===== src/rtl/timer_ctrl.sv =====
// Run-control sequencer for the two-digit BCD timer: key debounce, IDLE/RUN/PAUSE/DONE FSM, rate select.
// Optional build macro TIMER_CTRL_AUTORELOAD_EN: a terminal count reloads the preset and keeps running.
module timer_ctrl #(
  parameter int BASE_DIV   = 2_500_000,
  parameter int DEB_CYCLES = 1_000_000
) (
  input  logic       clk,
  input  logic       rst_n,
  input  logic       key_start,
  input  logic       key_load,
  input  logic       key_dir,
  input  logic       key_speed,
  input  logic [3:0] preset_ten,
  input  logic [3:0] preset_one,
  input  logic       cnt_zero,
  input  logic       cnt_max,
  output logic       tick,
  output logic       dir,
  output logic       load,
  output logic [3:0] load_ten,
  output logic [3:0] load_one,
  output logic [1:0] state,
  output logic [1:0] speed,
  output logic       done_led
);

  localparam int PW = (BASE_DIV > 1) ? $clog2(BASE_DIV) : 1;
  localparam int DW = $clog2(DEB_CYCLES + 1);
  localparam logic [PW-1:0] PRE_LAST = PW'(BASE_DIV - 1);
  localparam logic [DW-1:0] DEB_LAST = DW'(DEB_CYCLES - 1);

  typedef enum logic [1:0] {
    S_IDLE  = 2'd0,
    S_RUN   = 2'd1,
    S_PAUSE = 2'd2,
    S_DONE  = 2'd3
  } state_e;

  function automatic logic [3:0] clamp_bcd(input logic [3:0] d);
    return (d > 4'd9) ? 4'd9 : d;
  endfunction

  logic [3:0]    keys_raw;
  logic [3:0]    sync1_q, sync2_q, lvl_q, evt_q;
  logic [DW-1:0] deb_cnt_q [4];
  logic          start_evt, load_evt, dir_evt, speed_evt;

  assign keys_raw  = {key_speed, key_dir, key_load, key_start};
  assign start_evt = evt_q[0];
  assign load_evt  = evt_q[1];
  assign dir_evt   = evt_q[2];
  assign speed_evt = evt_q[3];

  // A level is accepted only after DEB_CYCLES consecutive samples differ from the current one.
  always_ff @(posedge clk or negedge rst_n) begin
    if (!rst_n) begin
      sync1_q <= '0;
      sync2_q <= '0;
      lvl_q   <= '0;
      evt_q   <= '0;
      for (int k = 0; k < 4; k++) deb_cnt_q[k] <= '0;
    end else begin
      sync1_q <= keys_raw;
      sync2_q <= sync1_q;
      for (int k = 0; k < 4; k++) begin
        evt_q[k] <= 1'b0;
        if (sync2_q[k] == lvl_q[k]) begin
          deb_cnt_q[k] <= '0;
        end else if (deb_cnt_q[k] == DEB_LAST) begin
          deb_cnt_q[k] <= '0;
          lvl_q[k]     <= sync2_q[k];
          evt_q[k]     <= sync2_q[k];
        end else begin
          deb_cnt_q[k] <= deb_cnt_q[k] + 1'b1;
        end
      end
    end
  end

  logic [PW-1:0] pre_q;
  logic          base;
  assign base = (pre_q == PRE_LAST);

  always_ff @(posedge clk or negedge rst_n) begin
    if (!rst_n) pre_q <= '0;
    else        pre_q <= base ? '0 : pre_q + 1'b1;
  end

  state_e     state_q, state_d;
  logic       dir_q, dir_d;
  logic [1:0] speed_q, speed_d;
  logic [4:0] rate_q, rate_d, rate_last;
  logic       tick_q, tick_d, load_q, load_d;
  logic [3:0] lten_q, lone_q;
  logic       led_q, led_d;
  logic [3:0] dcnt_q, dcnt_d;
  logic       tick_due, terminal;

  always_comb begin
    unique case (speed_q)
      2'd0:    rate_last = 5'd19;
      2'd1:    rate_last = 5'd9;
      2'd2:    rate_last = 5'd4;
      default: rate_last = 5'd1;
    endcase
  end

  assign tick_due = (state_q == S_RUN) && base && (rate_q == rate_last);
  assign terminal = tick_due && (dir_q ? cnt_max : cnt_zero);

  always_comb begin
    state_d = state_q;
    dir_d   = dir_q;
    speed_d = speed_q;
    rate_d  = rate_q;
    tick_d  = 1'b0;
    load_d  = 1'b0;
    led_d   = led_q;
    dcnt_d  = dcnt_q;
    if (state_q == S_RUN && base) rate_d = tick_due ? 5'd0 : rate_q + 1'b1;
    unique case (state_q)
      S_IDLE: begin
        if (start_evt)     state_d = S_RUN;
        else if (load_evt) load_d  = 1'b1;
        if (dir_evt)       dir_d   = ~dir_q;
      end
      S_RUN: begin
        if (start_evt) begin
          state_d = S_PAUSE;
        end else if (terminal) begin
`ifdef TIMER_CTRL_AUTORELOAD_EN
          load_d  = 1'b1;
`else
          state_d = S_DONE;
`endif
        end else if (tick_due) begin
          tick_d = 1'b1;
        end
      end
      S_PAUSE: begin
        if (start_evt) begin
          state_d = S_RUN;
        end else if (load_evt) begin
          load_d  = 1'b1;
          state_d = S_IDLE;
        end
      end
      S_DONE: begin
        if (start_evt) begin
          state_d = S_IDLE;
        end else if (load_evt) begin
          load_d  = 1'b1;
          state_d = S_IDLE;
        end
      end
    endcase
    if (state_d == S_RUN && state_q != S_RUN) rate_d = 5'd0;
    if (speed_evt) begin
      speed_d = speed_q + 1'b1;
      rate_d  = 5'd0;
    end
    // The blink counter only runs once DONE is already the current state, so the entry pulse is not counted.
    if (state_d != S_DONE || state_q != S_DONE) begin
      led_d  = 1'b0;
      dcnt_d = 4'd0;
    end else if (base) begin
      if (dcnt_q == 4'd9) begin
        led_d  = ~led_q;
        dcnt_d = 4'd0;
      end else begin
        dcnt_d = dcnt_q + 1'b1;
      end
    end
  end

  always_ff @(posedge clk or negedge rst_n) begin
    if (!rst_n) begin
      state_q <= S_IDLE;
      dir_q   <= 1'b0;
      speed_q <= 2'd0;
      rate_q  <= 5'd0;
      tick_q  <= 1'b0;
      load_q  <= 1'b0;
      lten_q  <= 4'd0;
      lone_q  <= 4'd0;
      led_q   <= 1'b0;
      dcnt_q  <= 4'd0;
    end else begin
      state_q <= state_d;
      dir_q   <= dir_d;
      speed_q <= speed_d;
      rate_q  <= rate_d;
      tick_q  <= tick_d;
      load_q  <= load_d;
      lten_q  <= load_d ? clamp_bcd(preset_ten) : 4'd0;
      lone_q  <= load_d ? clamp_bcd(preset_one) : 4'd0;
      led_q   <= led_d;
      dcnt_q  <= dcnt_d;
    end
  end

  assign tick     = tick_q;
  assign dir      = dir_q;
  assign load     = load_q;
  assign load_ten = lten_q;
  assign load_one = lone_q;
  assign state    = state_q;
  assign speed    = speed_q;
  assign done_led = led_q;

endmodule


===== config.mk =====
export PLATFORM = sky130hd
export DESIGN_NAME = timer_ctrl
export DESIGN_NICKNAME = d
export VERILOG_FILES = /design/src/rtl/timer_ctrl.sv
export SDC_FILE = /design/constraint.sdc
export NUM_CORES = 1
export LEC_CHECK = 0
export CAP_MARGIN = 20
export CORE_MARGIN = 2
export CORE_UTILIZATION = 65
export CTS_BUF_LIST = sky130_fd_sc_hd__clkbuf_8
export CTS_CLUSTER_SIZE = 28
export DETAILED_ROUTE_END_ITERATION = 6
export DONT_BUFFER_PORTS = 1
export PLACE_DENSITY = 0.81
export REMOVE_ABC_BUFFERS = 1
export SKIP_CTS_REPAIR_TIMING = 1
export SLEW_MARGIN = 20
export SYNTH_ARGS = -nofsm -noshare
export SYNTH_HDL_FRONTEND = slang
export SYNTH_SLANG_ARGS = --single-unit

===== constraint.sdc =====
create_clock -name clk -period 2.9 [get_ports clk]
set_clock_uncertainty 0.1 [all_clocks]
set_input_delay 0.58 -clock clk [delete_from_list [all_inputs] [get_ports clk]]
set_output_delay 0.58 -clock clk [all_outputs]
set_load 0.05 [all_outputs]

# After elaboration in Yosys (flattened, before gate mapping)
# Index checks and enable logic that the tools add are counted.
totals:
  regBits: 143
  in_bits: 16
  elab_cells: 122
op_classes:
  add_sub_neg: 8
  n_lt_le_gt_ge: 2
  n_eq_ne: 20
  mux: 47
  bitwise_logic: 6
  n_reduce_logical: 17
ops:
  columns: ["cell", "count"]
  rows:
  - ["two-way mux 20 bit", 8]
  - ["adder 20 x 1 -> 20 bit, second input constant", 4]
  - ["equality test 20 bit, second input constant", 4]
  - ["two-way mux 4 bit", 7]
  - ["adder 22 x 1 -> 22 bit, second input constant", 1]
  - ["equality test 22 bit, second input constant", 1]
  - ["two-way mux 22 bit", 1]
  - ["two-way mux 5 bit", 4]
  - ["two-way mux 1 bit", 19]
  - ["case mux 5 bit (3 select lines)", 1]
  - ["two-way mux 2 bit", 6]
  - ["AND reduction 2 bit", 6]
  - ["greater-than comparator 4 bit, second input constant", 2]
  - ["case mux 2 bit (4 select lines)", 1]
  - ["equality test 2 x 1 -> 1 bit, second input constant", 3]
  - ["equality test 2 bit, second input constant", 3]
  - ["NOT 1 bit", 6]
  - ["adder 5 x 1 -> 5 bit, second input constant", 1]
  - ["equality test 5 bit", 1]
  - ["adder 4 x 1 -> 4 bit, second input constant", 1]
  - ["equality test 1 bit", 4]
  - ["equality test 4 bit, second input constant", 1]
  - ["logical AND 1 bit", 4]
  - ["logical NOT 2 bit", 2]
  - ["7 further kinds", 9]

# Depth between registers and ports, before layout
# Gate-level depths: netlist of run 1.
logic_depth:
  word_depth: 12
  depth_mapped: 7
  mapped_depth_nobuf: 7

# Least setup slack after synthesis of run 1
# No wires, ideal clock.
synth_path:
  path_type: "register to register"
  start: "reg pre_q[0]"
  end: "reg rate_q[3]"
  t_arrival_ps: 2101
  required_time_ps: 2722
  slack_ps: 621
  path_stages_with_launch: 7
  n_path_buf: 0
  synth_period_minus_slack_ps: 2279
  cell_sequence: "dfrtp_1 > ha_1 > nand4_2 > or4_4 > o41a_1 > or3_1 > a21oi_1"
synth_via:
  elab_chain_cells: 11
synth_lines:
  columns: ["element", "line_no", "rtl"]
  rows:
  - ["from (decl)", "80", "logic [PW-1:0] pre_q;"]
  - ["from (signal assigned)", "86", "else pre_q <= base ? '0 : pre_q + 1'b1;"]
  - ["equality test 22 bit *", "82", "assign base = (pre_q == PRE_LAST);"]
  - ["logical AND 1 bit *", "108, 120", null]
  - ["logical AND 1 bit", "108", "assign tick_due = (state_q == S_RUN) && base && (rate_q == rate_last);"]
  - ["logical AND 1 bit", "109", "assign terminal = tick_due && (dir_q ? cnt_max : cnt_zero);"]
  - ["two-way mux 2 bit", "130", "end else if (terminal) begin"]
  - ["two-way mux 2 bit", "128", "if (start_evt) begin"]
  - ["case mux 2 bit (4 select lines)", "121", "unique case (state_q)"]
  - ["equality test 2 x 1 -> 1 bit", "157", "if (state_d == S_RUN && state_q != S_RUN) rate_d = 5'd0;"]
  - ["logical AND 1 bit", "157", null]
  - ["two-way mux 5 bit", "157", null]
  - ["two-way mux 5 bit", "158", "if (speed_evt) begin"]
  - ["to (signal assigned)", "192", "rate_q <= rate_d;"]
  - ["to (decl)", "92", "logic [4:0] rate_q, rate_d, rate_last;"]
# Every way passes the cells marked *; elsewhere a longest branch is shown, timed or not. The select of a mux whose other input is x is not followed.
# A chain may end at the register's enable or synchronous reset.

# Worst setup path in the final report of run 1
# Same ends and word-level chain as after synthesis.

==> results of run 1 <==
## layout by cell type (no fill, tap or decap), types with 2 or more instances in the layout
master / n
a21oi_1: 12
and2_1: 9
and3_1: 22
and4_1: 6
and4b_1: 2
buf_4: 3
bufinv_16: 3
clkbuf_8: 22
dfrtp_1: 143
ha_1: 12
inv_1: 17
mux2_2: 5
mux2i_1: 4
nand2_1: 48
nand2b_1: 3
nand3_1: 42
nand4_1: 21
nand4b_1: 4
nor2_1: 103
nor2b_1: 5
nor3_1: 11
nor3b_1: 10
nor4_1: 12
nor4b_1: 7
nor4bb_1: 2
o21ai_0: 9
or2_2: 2
or3_1: 6
or4_1: 2
xnor2_1: 49
xor2_1: 47
## critical path: cells and delay by family, from the launching register on
family / cells / cell delay [ns]
DFF: 1 / 0.39
and+or+nand+nor: 3 / 1.31
AOI/OAI and AO/OA: 2 / 0.30
adders and majority gates: 1 / 0.25
## metrics by stage
step | util | power (mW) | setup slack, ns | hold slack [ns] | cell area (um2)
after CTS | 0.729 | 3.75 | 0.427 | -0.295 | 7160
final | 0.729 | 3.72 | 0.423 | -0.273 | 7160
after global placement | 0.687 | 2.11 | 0.565 | 0.188 | 6740
after global routing | 0.729 | 3.85 | 0.313 | -0.304 | 7160
after detailed placement | 0.687 | 2.12 | 0.426 | 0.189 | 6740
after floorplan | - | 2.10 | 0.621 | 0.184 | 6550
## worst min path at each step
stage / depth (start not counted) / startpoint / to
detailed placement: 0 / rst_n / deb_cnt_q[78]
global placement: 0 / rst_n / deb_cnt_q[78]
global route: 0 / rst_n / deb_cnt_q[65]
floorplan: 0 / rst_n / dcnt_q[0]
finish: 0 / rst_n / deb_cnt_q[76]
CTS: 0 / rst_n / pre_q[20]
## sequential cells by signal (all words and copies together) (netlist names)
register,flops
sync1_q,4
load_one,4
rate_q,5
load_ten,4
done_led,1
tick,1
dir,1
dcnt_q,4
lvl_q,4
evt_q,4
load,1
deb_cnt_q,80
sync2_q,4
pre_q,22
speed,2
state,2
## layer usage
layer,vias to the layer above,GRT usage,routed length (um)
li1,2206,-,-
met1,2222,0.309,5450
met2,113,0.376,5710
met3,15,0.0655,569
met4,0,0.0752,141
met5,-,0,0
## power breakdown
group / total [mW] / leakage [nW] / internal, mW / switching (mW)
logic: 0.0476 / 0.998 / 0.0178 / 0.0298
registers: 2.03 / 1.95 / 2.01 / 0.0182
clock network: 1.64 / 0.221 / 0.946 / 0.693
## cell type report
cell class | instances | area share
clock buffer | 22 | 0.0423
inverter | 14 | 0.00734
sequential | 143 | 0.500
tap | 133 | 0.0232
timing repair buffer | 3 | 0.00315
multi-input combinational | 469 | 0.408
clock inverter | 8 | 0.0159
## cells by family after synthesis
family | Yosys count | share of synthesized area
AND/OR/NAND/NOR | 325 | 0.256
multiplexers | 9 | 0.0146
adder cells (fa/ha/maj) | 12 | 0.0228
XOR/XNOR | 96 | 0.128
buffers and inverters | 22 | 0.0125
AO/OA/AOI/OAI | 27 | 0.0232
flip-flops | 143 | 0.544
==> metrics.yaml, run 1 <==
clock_network:
  numCtsBuffers: 17
  root_buffer: "clkbuf_8"
  cts_tree: "built"
  cts.htree.levels: 4
  clockBufferDepth: 2
  clock_latency_ns: 0.44
  cts_sinks: 143
  cts.reportedPaths.clkPinSlew_ns: 0.07
setup_path:
  cp.required_ns: 3.12
  crit_arrival_ns: 2.69
  r2r_cells: 6
  path_class: "register to register"
  critical_path.max_stage_delay_ns: 0.65
  cp-startpoint: "pre_q[0]"
  startpoint_type: "register"
  ff2ff_setup_slack_ns: 0.42
  critical_path.cell_chain: "ha_1 -> nand4_2 -> or4_4 -> or4_1 -> o21bai_1 -> a21oi_1"
  reg2reg_from: "pre_q[0]"
  crit_path_max_fanout: 6
  crit_path_end_kind: "register"
  r2r_end: "rate_q[3]"
  endpoint: "rate_q[3]"
  crit_slowest_cell: "or4_1"
die:
  die_area_mm2: 0.0109
  start_util: 0.670
  ios: 32
  die_h_um: 105
  chipWidth_um: 105
  rows: 36
  core_area_mm2: 0.00982
detailed_routing:
  drc: 0
  post_drt_wl_per_cell_um: 15.0
  ant_nets: 0
  drt_iter0_markers: 227
  num_vias: 4556
  wirelength_um: 11900
  firstDrtPassIters: 4
  avgViaCountPerCell: 5.75
yosys:
  synthCells: 634
  synth_area_leader_cell: "dfrtp_1"
  synth_edf_count: 0
  netlist_top_cells_count: "143 x dfrtp_1, 103 x nor2_1, 49 x xnor2_1"
  ys_ff_latch: 143
  async_flop_share: 1.00
  synth_ff_type: "dfrtp_1"
  yosysSeqAreaShare: 0.544
  syn_avg_cell_area_um2: 10.4
  synth_area_leaders: "dfrtp_1 54%, xnor2_1 6.5%, xor2_1 6.3%"
  yosys_warnings: 0
  synth_most_common_cell: "dfrtp_1"
  syn-cell-area_mm2: 0.00658
  synth_top_area_share: 0.544
  ys_types: 43
global_route:
  grt_max_degree: 144
  grt_pass1_wl_um: 20500
  grt.total_usage: 0.233
  grt_pass1_vias: 4462
  antenna_found_initial: 0
  gr-total-overflow: 0
placed_design:
  dp.cells: 762
  portBuffers: 0
  place_congestion: 0.830
  hpwl_um: 7890
final_layout:
  diodes: 0
  drive_gt1_frac: 0.0622
  finalNonFillerCells: 792
  seq_area_mm2: 0.00358
  area_growth_pct: 8.74
  nets: 676
  multiInputGateArea_mm2: 0.00292
  fill_cells: 728
power_and_ir_drop:
  p_leak_nw: 3.17
  power_density_mw_per_mm2: 519
  ir_drop_v: 0.000446
timing:
  slew_violations: 0
  relSlewSlack: 0.485
  period_needed_ns: 2.48
  worstMarginPinSlew_ns: 0.766
  worst_hold_slack_ns: -0.273
  setup_viol: 0
  fin_crit_sh: 0.854
  rsz0062_at_grt: "no"
  setup-tns-final_ns: 0
  max_freq_mhz: 404
  finalHoldViolations: 143
status:
  status: "finished, violations left"
  violations: "hold timing"
worst_hold_path:
  holdCritPathClass: "input port to async pin"
job:
  maxCapViolCount: 0
Power figures use the tool's default switching activity.
==> run 2: changes to the inputs <==
REMOVE_ABC_BUFFERS = unset   (was 1)
==> run 2 against run 1 <==
Against the previous run:
- the run still ends with hold timing left
- power down 5.2%
- clock power shrank 12%
- flip-flop and latch count did not move
- design area decreased by 0.79%
- routed wire length is 0.91% lower
- first-iteration DRC count is 37% higher
- sequential share of layout area rose by 0.40 points
- utilization shrank 0.57 points
- die area did not move
- clock-buffer cell count is 1 lower
- critical path type unchanged
- largest cell class unchanged
==> metrics.yaml, run 2 (synthesis results as in run 1) <==
clock_network:
  numCtsBuffers: 17
  cts_sinks: 143
  cts_tree: "built"
  clock_latency_ns: 0.45
  cts.htree.levels: 4
  root_buffer: "clkbuf_8"
  cts.reportedPaths.clkPinSlew_ns: 0.08
  clockBufferDepth: 2
detailed_routing:
  wirelength_um: 11800
  drc: 0
  post_drt_wl_per_cell_um: 14.8
  firstDrtPassIters: 4
  num_vias: 4568
  drt_iter0_markers: 312
  avgViaCountPerCell: 5.76
  ant_nets: 0
final_layout:
  drive_gt1_frac: 0.0636
  nets: 676
  final_cell_mix: "143 x dfrtp_1, 103 x nor2_1, 49 x xnor2_1"
  mostFrequentLayoutCell: "dfrtp_1"
  reg_top3: "deb_cnt_q x80, pre_q x22, rate_q x5"
  fill_cells: 722
  area_growth_pct: 7.89
  diodes: 0
  largest_register_ffs: 80
  fin_area_mm2: 0.00710
  top_register: "deb_cnt_q"
timing:
  period_needed_ns: 2.46
  worst_hold_slack_ns: -0.273
  finalHoldViolations: 143
  rsz0062_at_grt: "no"
  relSlewSlack: 0.521
  slew_violations: 0
  fin_crit_sh: 0.847
  max_freq_mhz: 407
  worstMarginPinSlew_ns: 0.712
  setup-tns-final_ns: 0
  setup_viol: 0
placed_design:
  place_congestion: 0.809
  place_area_mm2: 0.00674
  hpwl_um: 7860
  portBuffers: 0
setup_path:
  crit_path_end_kind: "register"
  critical_path.max_stage_delay_ns: 0.52
  startpoint_type: "register"
  crit_arrival_ns: 2.71
  critical_path.cell_chain: "ha_1 -> nand4_2 -> or4_4 -> or2_1 -> or3_1 -> a21oi_1"
  crit_slowest_cell: "or4_4"
  cp.required_ns: 3.15
  path_class: "register to register"
  crit_path_max_fanout: 12
power_and_ir_drop:
  ir_drop_v: 0.000342
  power_density_mw_per_mm2: 496
  p_leak_nw: 3.15
die:
  start_util: 0.670
  die_h_um: 105
  core_area_mm2: 0.00982
  ios: 32
  rows: 36
  die_area_mm2: 0.0109
  chipWidth_um: 105
global_route:
  grt_pass1_vias: 4440
  grt.total_usage: 0.235
  gr-total-overflow: 0
  grt_max_degree: 144
  antenna_found_initial: 0
  grt_pass1_wl_um: 20700
job:
  maxCapViolCount: 0
status:
  status: "finished, violations left"
  violations: "hold timing"
worst_hold_path:
  holdCritPathClass: "input port to async pin"
yosys:
  syn_nets: 662
==> run 2: cell types whose count changed in the layout (fill, tap and decap cells not counted), sizes merged <==
| cell | delta |
|---|---|
| clkinvlp | -1 |
| clkinv | +5 |
| clkbuf | -1 |
| bufinv | -2 |
==> run 2: worst paths after layout <==
kind                                 start          to  slack [ns]  cells past startpoint
min in group clk                 key_start  sync1_q[0]        0.05                      0
max in group asynchronous            rst_n   pre_q[14]        2.83                      0
worst min-delay path                 rst_n  sync1_q[0]       -0.27                      0
worst min register to register  sync1_q[2]  sync2_q[2]        0.25                      0
worst max register to register    pre_q[0]   dcnt_q[1]        0.44                      6
worst max-delay path              pre_q[0]   dcnt_q[1]        0.44                      6
==> run 2: per-layer routing <==
layer	track usage	wire length (um)	up-vias
met4	0.0933	71	0
li1	-	-	2209
met2	0.349	5620	74
met3	0.0724	547	5
met1	0.325	5530	2280
met5	0	0	-
==> run 2: power breakdown <==
group          switching [mW]  leakage (nW)  internal [mW]
clock network           0.701         0.205          0.745
registers              0.0190          1.95           2.01
logic                  0.0306         0.998         0.0177
==> run 2: layout make-up <==
type,count,area [um2],share of cell area
Timing Repair Buffer,3,22.5,0.00317
Multi-Input combinational cell,469,2920,0.411
Tap cell,133,166,0.0234
Inverter,14,52.6,0.00740
Sequential cell,143,3580,0.504
Clock buffer,21,289,0.0407
Clock inverter,10,71.3,0.0100
==> run 2: worst max-delay path, delay by kind of cell, from the launching register on <==
family	cells	cell delay, ns
AOI/OAI and AO/OA	1	0.19
and+or+nand+nor	4	1.43
DFF	1	0.39
adders and majority gates	1	0.25
==> run 2: stage by stage <==
step	util	instances	total power [mW]	worst slack, ns
finish	0.723	793	3.53	0.444
detailed placement	0.687	762	2.12	0.438
global route	0.723	793	3.65	0.267
global placement	0.687	762	2.11	0.555
CTS	0.723	793	3.57	0.423
floorplan	-	634	2.10	0.621
==> patch, RTL diff (settings of run 2) <==
Add an input register stage for `key_start`, `key_load`, `key_dir`, `key_speed`, `cnt_zero` and `cnt_max`; this delays them by one clock.
--- a/src/rtl/timer_ctrl.sv
+++ b/src/rtl/timer_ctrl.sv
@@ -37,4 +37,20 @@
   } state_e;
 
+  logic key_start_q;
+  logic key_load_q;
+  logic key_dir_q;
+  logic key_speed_q;
+  logic cnt_zero_q;
+  logic cnt_max_q;
+
+  always_ff @(posedge clk) begin
+    key_start_q <= key_start;
+    key_load_q  <= key_load;
+    key_dir_q   <= key_dir;
+    key_speed_q <= key_speed;
+    cnt_zero_q  <= cnt_zero;
+    cnt_max_q   <= cnt_max;
+  end
+
   function automatic logic [3:0] clamp_bcd(input logic [3:0] d);
     return (d > 4'd9) ? 4'd9 : d;
@@ -46,5 +62,5 @@
   logic          start_evt, load_evt, dir_evt, speed_evt;
 
-  assign keys_raw  = {key_speed, key_dir, key_load, key_start};
+  assign keys_raw  = {key_speed_q, key_dir_q, key_load_q, key_start_q};
   assign start_evt = evt_q[0];
   assign load_evt  = evt_q[1];
@@ -107,5 +123,5 @@
 
   assign tick_due = (state_q == S_RUN) && base && (rate_q == rate_last);
-  assign terminal = tick_due && (dir_q ? cnt_max : cnt_zero);
+  assign terminal = tick_due && (dir_q ? cnt_max_q : cnt_zero_q);
 
   always_comb begin
Formal check against the unedited RTL: no difference found for any inputs over 10 cycles, from zero or initial values and one cycle with rst_n low; that may be too few to reach the edited logic, so the function may still have changed.
==> patch against run 2 <==
The flow still finishes with violations (negative hold slack); via count up 0.68%; synthesized area up 0.93%; routed wire length up 3.1%; cell count up 0.38%; final area up 2.1%; combinational power up 7.2%; worst setup slack worse by 49 ps; fmax down 1.9%; power up 9.1%; sequential cell count up 6; critical path type unchanged.
==> patch: results (changes against run 2) <==
<table>
<tr><th>Metric</th><th>Value</th></tr>
<tr><th colspan="2">Place</th></tr>
<tr><td>Dpl hpwl</td><td>8090 um (+2.8%)</td></tr>
<tr><td># placed instances</td><td>765 (+0.39%)</td></tr>
<tr><td>Routability Congestion</td><td>0.847 (+4.8%)</td></tr>
<tr><th colspan="2">Synth</th></tr>
<tr><td>Mean instance size in the synthesized netlist</td><td>10.5 um^2 (+1.3%)</td></tr>
<tr><td>Net count of the mapped netlist</td><td>660 (-0.30%)</td></tr>
<tr><td>Count of yosys warnings during synthesis</td><td>0 (unchanged)</td></tr>
<tr><td>Yosys cell types</td><td>40 (-7.0%)</td></tr>
<tr><td>Proportion of synthesized flip-flops having asynchronous set or reset</td><td>96.0% (-4.0 points)</td></tr>
<tr><td>Seq/Total Area, Yosys</td><td>55.7% (+1.3 points)</td></tr>
<tr><th colspan="2">Power</th></tr>
<tr><td>Power in the clock group</td><td>0.00168 W (+16%)</td></tr>
<tr><td>Psw</td><td>0.000787 W (+4.8%)</td></tr>
<tr><td>Peak VDD IR</td><td>0.452 mV (+32%)</td></tr>
<tr><td>Internal power of the cells</td><td>0.00306 W (+10%)</td></tr>
<tr><th colspan="2">Cells and area</th></tr>
<tr><td>Post-route non-filler standard cell count</td><td>796 (+0.38%)</td></tr>
<tr><td>Proportion of layout cells with a drive suffix above 1</td><td>6.79% (+0.42 points)</td></tr>
<tr><td>Nets</td><td>679 (+0.44%)</td></tr>
<tr><th colspan="2">Critical path</th></tr>
<tr><td>Slowest cell delay on critical path</td><td>550 ps (+30 ps)</td></tr>
<tr><td>Path depth of the worst reg2reg path</td><td>5 (-1)</td></tr>
<tr><td>Crit path capture</td><td>rate_q[2]</td></tr>
<tr><td>Source of the worst register-to-register timing path</td><td>pre_q[5]</td></tr>
<tr><td>CP Max Fanout</td><td>7 (-5)</td></tr>
<tr><th colspan="2">STA</th></tr>
<tr><td>Worst Max-Slew Pin Slew</td><td>851 ps (+138 ps)</td></tr>
<tr><td>Worst slack on hold paths</td><td>-275 ps (-1.71 ps)</td></tr>
<tr><td>Final Hold Violating Endpoints</td><td>143 (unchanged)</td></tr>
<tr><th colspan="2">Global routing</th></tr>
<tr><td>First-pass GRT wire length</td><td>21100 um (+1.6%)</td></tr>
<tr><td>Total global routing track utilization</td><td>24.2% (+0.69 points)</td></tr>
<tr><th colspan="2">Detailed routing</th></tr>
<tr><td>Detailed-route vias per instance</td><td>5.78 (+0.30%)</td></tr>
<tr><td>DRC violation total after the first TritonRoute iteration</td><td>337 (+8.0%)</td></tr>
<tr><td>Total wirelength of the detailed-routed design</td><td>12100 um (+3.1%)</td></tr>
<tr><th colspan="2">Run status</th></tr>
<tr><td>Violations in the final reports</td><td>negative hold slack</td></tr>
<tr><td>Result of the run</td><td>finished, violations left</td></tr>
<tr><th colspan="2">Clock tree</th></tr>
<tr><td>Clock buffer depth</td><td>2 (unchanged)</td></tr>
</table>
-- patch: cell types whose count changed after synthesis, sizes merged, moves of 3 or more --
cell / run 2 / this run
dfxtp: 0 / 6
and2: 9 / 6
nand2: 48 / 43
nand3: 42 / 45
nor2: 103 / 106
nor4b: 7 / 4
xnor2: 49 / 46
and4: 6 / 3
xor2: 47 / 52
-- patch: stage by stage --
step | area (um^2) | hold slack [ps] | setup slack, ps
global route | 7260 | -324 | 321
CTS | 7260 | -303 | 402
finish | 7260 | -275 | 396
detailed placement | 6840 | 188 | 430
floorplan | 6650 | 184 | 175
global placement | 6840 | 187 | 475
-- patch: kinds of logic (layout without fill, tap and decap cells) --
family / count (synthesis) / in the layout / share of synthesized area [%]
compound gates: 25 / 25 / 2.15
xor+xnor: 98 / 98 / 12.9
fa+ha+maj: 12 / 12 / 2.26
buf+inv: 21 / 52 / 1.22
flops: 149 / 149 / 55.7
mux: 8 / 8 / 1.28
simple gates: 319 / 319 / 24.5
-- patch: layer usage --
metal,up-vias,global-route usage [%],part of all wire (%)
met5,-,0,0
met4,0,8.00,1.3
met3,16,7.80,3.6
met2,74,39.3,51
met1,2312,30.8,44
li1,2197,-,-
-- patch: layout make-up --
cell class | count | area (um^2)
Sequential cell | 149 | 3700
Multi-Input combinational cell | 462 | 2870
Fill cell | 670 | 2610
Clock buffer | 18 | 248
Clock inverter | 13 | 169
Tap cell | 133 | 166
Timing Repair Buffer | 8 | 60.1
Inverter | 13 | 48.8
-- patch: worst register-to-register path, cell delays in order, from the launching register on --
cell                       delay (ps)
sky130_fd_sc_hd__dfrtp_1          420
sky130_fd_sc_hd__nand4b_1         190
sky130_fd_sc_hd__or4_1            540
sky130_fd_sc_hd__or4_4            550
sky130_fd_sc_hd__or4b_1           480
sky130_fd_sc_hd__a21oi_1          150
